`src/rtl/uart_pkg.sv`:
```
// Shared UART types and defaults, common to the transmitter and receiver.
package uart_pkg;

  typedef enum logic [1:0] {
    IDLE  = 2'd0,
    START = 2'd1,
    DATA  = 2'd2,
    STOP  = 2'd3
  } state_t;

  localparam int UART_TICKS_PER_BIT = 16;
  localparam int UART_DATA_WIDTH    = 8;

endpackage

```
`src/rtl/uart_rx_sync.sv`:
```
// Two-flop synchronizer for the serial line plus a previous-sample flop for
// falling-edge detection. Everything resets to the idle (high) line level.
module uart_rx_sync (
  input  logic clk,
  input  logic rst,
  input  logic rx_in,
  output logic rx_s,
  output logic fall_edge
);

  logic rx_m;
  logic rx_p;

  always_ff @(posedge clk) begin
    if (rst) begin
      rx_m <= 1'b1;
      rx_s <= 1'b1;
      rx_p <= 1'b1;
    end else begin
      rx_m <= rx_in;
      rx_s <= rx_m;
      rx_p <= rx_s;
    end
  end

  assign fall_edge = rx_p & ~rx_s;

endmodule

```
`src/rtl/uart_rx.sv`:
```
// Oversampled UART receiver: centres on each bit, shifts LSB-first, checks
// the stop bit and pulses rx_done (with frame_err) once per frame.
module uart_rx
  import uart_pkg::*;
#(
  parameter int TICKS_PER_BIT = UART_TICKS_PER_BIT,
  parameter int DATA_WIDTH    = UART_DATA_WIDTH
) (
  input  logic                  clk,
  input  logic                  rst,
  input  logic                  rx_in,
  input  logic                  sample_tick,
  output logic [DATA_WIDTH-1:0] dout,
  output logic                  rx_done,
  output logic                  frame_err,
  output logic                  baud_en
);

  localparam int TW = $clog2(TICKS_PER_BIT);
  localparam int BW = $clog2(DATA_WIDTH);
  localparam logic [TW-1:0] TICK_HALF = TW'(TICKS_PER_BIT/2 - 1);
  localparam logic [TW-1:0] TICK_LAST = TW'(TICKS_PER_BIT - 1);
  localparam logic [BW-1:0] BIT_LAST  = BW'(DATA_WIDTH - 1);

  logic rx_s;
  logic fall_edge;

  uart_rx_sync u_sync (
    .clk       (clk),
    .rst       (rst),
    .rx_in     (rx_in),
    .rx_s      (rx_s),
    .fall_edge (fall_edge)
  );

  state_t                state, state_next;
  logic [TW-1:0]         tick_cnt, tick_next;
  logic [BW-1:0]         bit_cnt, bit_next;
  logic [DATA_WIDTH-1:0] sh, sh_next;
  logic [DATA_WIDTH-1:0] dout_next;
  logic                  done_next;
  logic                  ferr_next;

  always_ff @(posedge clk) begin
    if (rst) begin
      state     <= IDLE;
      tick_cnt  <= '0;
      bit_cnt   <= '0;
      sh        <= '0;
      dout      <= '0;
      rx_done   <= 1'b0;
      frame_err <= 1'b0;
      baud_en   <= 1'b0;
    end else begin
      state     <= state_next;
      tick_cnt  <= tick_next;
      bit_cnt   <= bit_next;
      sh        <= sh_next;
      dout      <= dout_next;
      rx_done   <= done_next;
      frame_err <= ferr_next;
      baud_en   <= (state_next != IDLE);
    end
  end

  always_comb begin
    state_next = state;
    tick_next  = tick_cnt;
    bit_next   = bit_cnt;
    sh_next    = sh;
    dout_next  = dout;
    done_next  = 1'b0;
    ferr_next  = 1'b0;
    unique case (state)
      // Only a genuine high-to-low transition starts a frame, so a held-low
      // line (break, or after a framing error) cannot retrigger.
      IDLE: begin
        if (fall_edge) begin
          state_next = START;
          tick_next  = '0;
        end
      end
      START: begin
        if (sample_tick) begin
          if (tick_cnt == TICK_HALF) begin
            tick_next = '0;
            if (!rx_s) begin
              state_next = DATA;
              bit_next   = '0;
            end else begin
              state_next = IDLE;
            end
          end else begin
            tick_next = tick_cnt + 1'b1;
          end
        end
      end
      DATA: begin
        if (sample_tick) begin
          if (tick_cnt == TICK_LAST) begin
            sh_next   = {rx_s, sh[DATA_WIDTH-1:1]};
            tick_next = '0;
            if (bit_cnt == BIT_LAST) begin
              state_next = STOP;
            end else begin
              bit_next = bit_cnt + 1'b1;
            end
          end else begin
            tick_next = tick_cnt + 1'b1;
          end
        end
      end
      // Finishing mid stop bit leaves half a bit to catch a back-to-back start.
      STOP: begin
        if (sample_tick) begin
          if (tick_cnt == TICK_LAST) begin
            dout_next  = sh;
            done_next  = 1'b1;
            ferr_next  = ~rx_s;
            state_next = IDLE;
            tick_next  = '0;
          end else begin
            tick_next = tick_cnt + 1'b1;
          end
        end
      end
      default: state_next = IDLE;
    endcase
  end

endmodule

```
`config.mk`:
```
export PLATFORM = sky130hd
export DESIGN_NAME = uart_rx
export DESIGN_NICKNAME = d
export VERILOG_FILES = /design/src/rtl/uart_pkg.sv /design/src/rtl/uart_rx_sync.sv /design/src/rtl/uart_rx.sv
export SDC_FILE = /design/constraint.sdc
export NUM_CORES = 1
export LEC_CHECK = 0
export ABC_AREA = 1
export BUFFER_PORTS_ARGS = -buffer_cell sky130_fd_sc_hd__buf_2
export CAP_MARGIN = 25
export CORE_MARGIN = 2
export CORE_UTILIZATION = 40
export DETAILED_ROUTE_END_ITERATION = 8
export GPL_TIMING_DRIVEN = 0
export SLEW_MARGIN = 25
export SYNTH_ARGS = -nofsm -noshare
export SYNTH_HDL_FRONTEND = slang
export SYNTH_HIERARCHICAL = 1
export SYNTH_SLANG_ARGS = --single-unit
export TNS_END_PERCENT = 30
```
`constraint.sdc`:
```
create_clock -name clk -period 1.25 [get_ports clk]
set_input_delay 0.0625 -clock clk [delete_from_list [all_inputs] [get_ports clk]]
set_output_delay 0.0625 -clock clk [all_outputs]
set_load 0.05 [all_outputs]
```
==> summary.txt <==
Synthesis
  • Post-synth EDFFs: 0
  • Synth cell types: 21
  • YS warnings: 6
  • Simple-Gate Fraction of Synth Area: 0.317
  • Area leader, netlist: dfxtp_1
  • Post-synthesis xor/xnor area fraction: 0
  • Ys flop type: dfxtp_1
  • Post-synthesis mux area share: 0
  • Async SR Flop Fraction: 0
  • Mapped Nets: 179
  • Top cells by area, synth: dfxtp_1 48%, nor2_1 13%, o21ai_0 7.7%
  • Mapped Cells: 172
  • Synth Area in Compound Gates: 0.105
  • Synthesized flop and latch total: 31
  • Top-count cell post-synth: nor2_1
  • Post-synth top cells: 44 x nor2_1, 31 x dfxtp_1, 24 x nand2_1
  • Sequential cell area fraction in the yosys report: 0.480
  • Largest family of logic cells by synthesized area: simple AND/OR/NAND/NOR gates
  • Adder-cell share of the synthesized area: 0.0290
  • Cell Area, Synth: 1290 µm²
  • Yosys top cell area share: 0.480
  • Avg Cell Area, Syn: 7.51 µm²

Die
  • # rows: 20
  • Core area: 3050 µm²
  • Starting Density: 0.423
  • Die Ht: 60.8 µm
  • Die ar.: 3700 µm²
  • Die Wd: 60.8 µm
  • Ports: 15

Placement
  • DP HPWL: 1870 µm
  • Input/output buffers: 14
  • Worst slack at placement: -257 ps
  • Placed cell count: 230
  • RD Place Congestion: 0.747
  • Post-place instance area: 1420 µm²

Finish
  • Post-route design area: 1620 µm²
  • Area grow syn2layout: 25.3%
  • Nets: 206
  • Share of cells above drive strength 1: 0.285
  • Fin cells: 244
  • Inserted Diodes: 0

Global route
  • Total grt overflow: 0
  • Global-route wire length before repair: 4930 µm
  • GRT Overall Usage: 0.187
  • Number of global-route vias before repair: 1,144
  • Largest net degree at the start of global routing: 11
  • Initial antenna violation count: 0

Critical path
  • Worst path required time: 1510 ps
  • Setup crit end kind: register
  • R2R cell count: 6
  • Cell family with most CP delay: simple AND/OR/NAND/NOR gates
  • Critical Path Max Stage Delay: 370 ps
  • R2r setup slk: -40 ps
  • Critical Path Start Type: register
  • Crit Path Max Fanout: 6
  • Worst r2r src: tick_cnt[0]
  • CP arrival: 1550 ps
  • CP Cell Sequence: ha_4 > nand4_4 > nor2_4 > buf_6 > o21ai_2 > nor2_1
  • CP bufs+invs: 1
  • Worst r2r dst: dout[1]
  • Setup Crit Path Kind: register to register
  • Crit-path slowest cell: dfxtp_4

Flow run
  • Max Cap Violations: 0

Clock network
  • Reg clk slew, reported paths: 90 ps
  • CTS Buf Count: 5
  • Clock sinks: 31
  • Clock Path Buffers: 2
  • H-tree levels: 2
  • CTS tree: built
  • CTS Root Buffer Type: clkbuf_4
  • Later-pin clock latency in the skew report: 330 ps

STA
  • Final Hold Vio Count: 0
  • Skew final: 3.86 ps
  • Final min period: 1290 ps
  • Setup Viol. Count Final: 6
  • Slew margin rel.: 0.634
  • RSZ-0062 raised after global routing: yes
  • Fmax: 777 MHz
  • Worst setup margin: -36.3 ps
  • Post-Route Setup TNS: -104 ps
  • Fin. max-slew vios: 0
  • Worst-Margin Slew: 549 ps
  • Final period utilization: 1.03

Hold path
  • Hold crit path type: input port to register
  • Hold Crit Depth: 5
  • Hold EP: state[0]
  • Hold path start: sample_tick

Status
  • Status: finished with violations
  • Violated checks: setup timing

Route
  • Routed len/inst: 11.6 µm
  • Via count: 1,189
  • Via density: 4.87
  • DRT Pass-1 Iters: 4
  • Wirelength, routed: 2830 µm
  • Detail Route Antenna Nets: 0
  • DRC violations left: 0
  • Initial DRC count: 39

Power and ir drop
  • Pleak: 0.748 nW
  • Peak supply drop: 0.541 mV
  • Power density cells: 989 nW/µm²
repair_timing:
item,CTS,global route
resized for setup,19,15
pin swaps,9,10
hold buffers,3,0
buffers inserted,3,0
endpoints found under the setup margin,26,27
gates cloned,0,0
hold endpoints to repair,3,0
logic make-up after synthesis:
| family | after synthesis |
|---|---|
| AND/OR/NAND/NOR | 89 |
| flip-flops | 31 |
| AO/OA/AOI/OAI | 27 |
| buffers and inverters | 22 |
| adder cells (fa/ha/maj) | 3 |
final cells by class:
class | instances | area [µm²]
Timing Repair Buffer | 20 | 126
Clock buffer | 7 | 45.0
Tap cell | 44 | 55.1
Clock inverter | 1 | 5.00
Sequential cell | 31 | 636
Fill cell | 323 | 1430
Inverter | 18 | 70.1
Buffer | 4 | 22.5
Multi-Input combinational cell | 119 | 659
worst register-to-register path: stages, from the launching register on:
cell     delay, ps
dfxtp_4        370
ha_4           160
nand4_4        140
nor2_4         230
buf_6          160
o21ai_2         50
nor2_1         120
registers in the layout, indices dropped and copies added, names as in the netlist, 2 cells and up:
signal and cells:
tick_cnt 4, state 2, dout 8, bit_cnt 3
sh 8
power by group:
| part | internal (W) | switching (W) | total, W |
|---|---|---|---|
| sequential | 0.000988 | 0.00000477 | 0.000993 |
| combinational | 0.0000220 | 0.0000411 | 0.0000630 |
| clock | 0.000219 | 0.000326 | 0.000545 |
| total | 0.00123 | 0.000372 | 0.00160 |
cells in the final DEF (no fill, tap or decap):
| cell | synthesis | final |
|---|---|---|
| nor2_1 | 44 | 40 |
| nand2_1 | 24 | 24 |
| dfxtp_1 | 31 | 23 |
| inv_1 | 14 | 14 |
| o21ai_0 | 20 | 14 |
| buf_2 | 0 | 14 |
| a21oi_1 | 6 | 6 |
| nand3_1 | 7 | 6 |
| dfxtp_2 | 0 | 6 |
| nor2_2 | 1 | 5 |
| clkbuf_4 | 0 | 5 |
| clkbuf_1 | 2 | 4 |
| nand4_1 | 4 | 4 |
| o21ai_2 | 0 | 4 |
| inv_2 | 4 | 3 |
| nor2_4 | 3 | 3 |
| o21ai_1 | 1 | 3 |
| ha_4 | 0 | 3 |
| dlygate4sd3_1 | 0 | 3 |
| nand2_2 | 2 | 2 |
| buf_6 | 1 | 2 |
| buf_4 | 0 | 2 |
| dfxtp_4 | 0 | 2 |
| nor3b_2 | 0 | 1 |
| nand4_4 | 1 | 1 |
| nand3b_1 | 1 | 1 |
| nand3_2 | 0 | 1 |
| buf_1 | 1 | 1 |
| inv_4 | 0 | 1 |
| nor3_2 | 0 | 1 |
| clkinv_2 | 0 | 1 |
how the worst max path moves through the flow:
stage	to	slack, ps	depth (start not counted)	from
finish	dout[1]	-40	6	tick_cnt[0]
detailed placement	dout[7]	-260	6	tick_cnt[0]
floorplan	bit_cnt[1]	9	6	tick_cnt[0]
global placement	dout[6]	-210	6	tick_cnt[0]
CTS	dout[0]	-90	6	tick_cnt[1]
global route	dout[2]	-140	6	tick_cnt[0]
routing by layer:
| layer | up-vias | share of wire | track usage |
|---|---|---|---|
| met3 | 6 | 0.036 | 0.0576 |
| met5 | - | 0 | 0 |
| li1 | 603 | - | - |
| met4 | 0 | 0.024 | 0.0932 |
| met1 | 563 | 0.43 | 0.213 |
| met2 | 17 | 0.51 | 0.315 |
stage by stage:
step | hold WS (ps) | total power, W | util
3_5_place_dp | 243 | 0.00107 | 0.465
5_1_grt | 192 | 0.00169 | 0.530
4_1_cts | 165 | 0.00164 | 0.520
3_3_place_gp | 244 | 0.00107 | 0.465
6_report | 173 | 0.00160 | 0.530
2_1_floorplan | 147 | 0.00105 | -
Note: power is estimated with default switching activity, not from simulation.
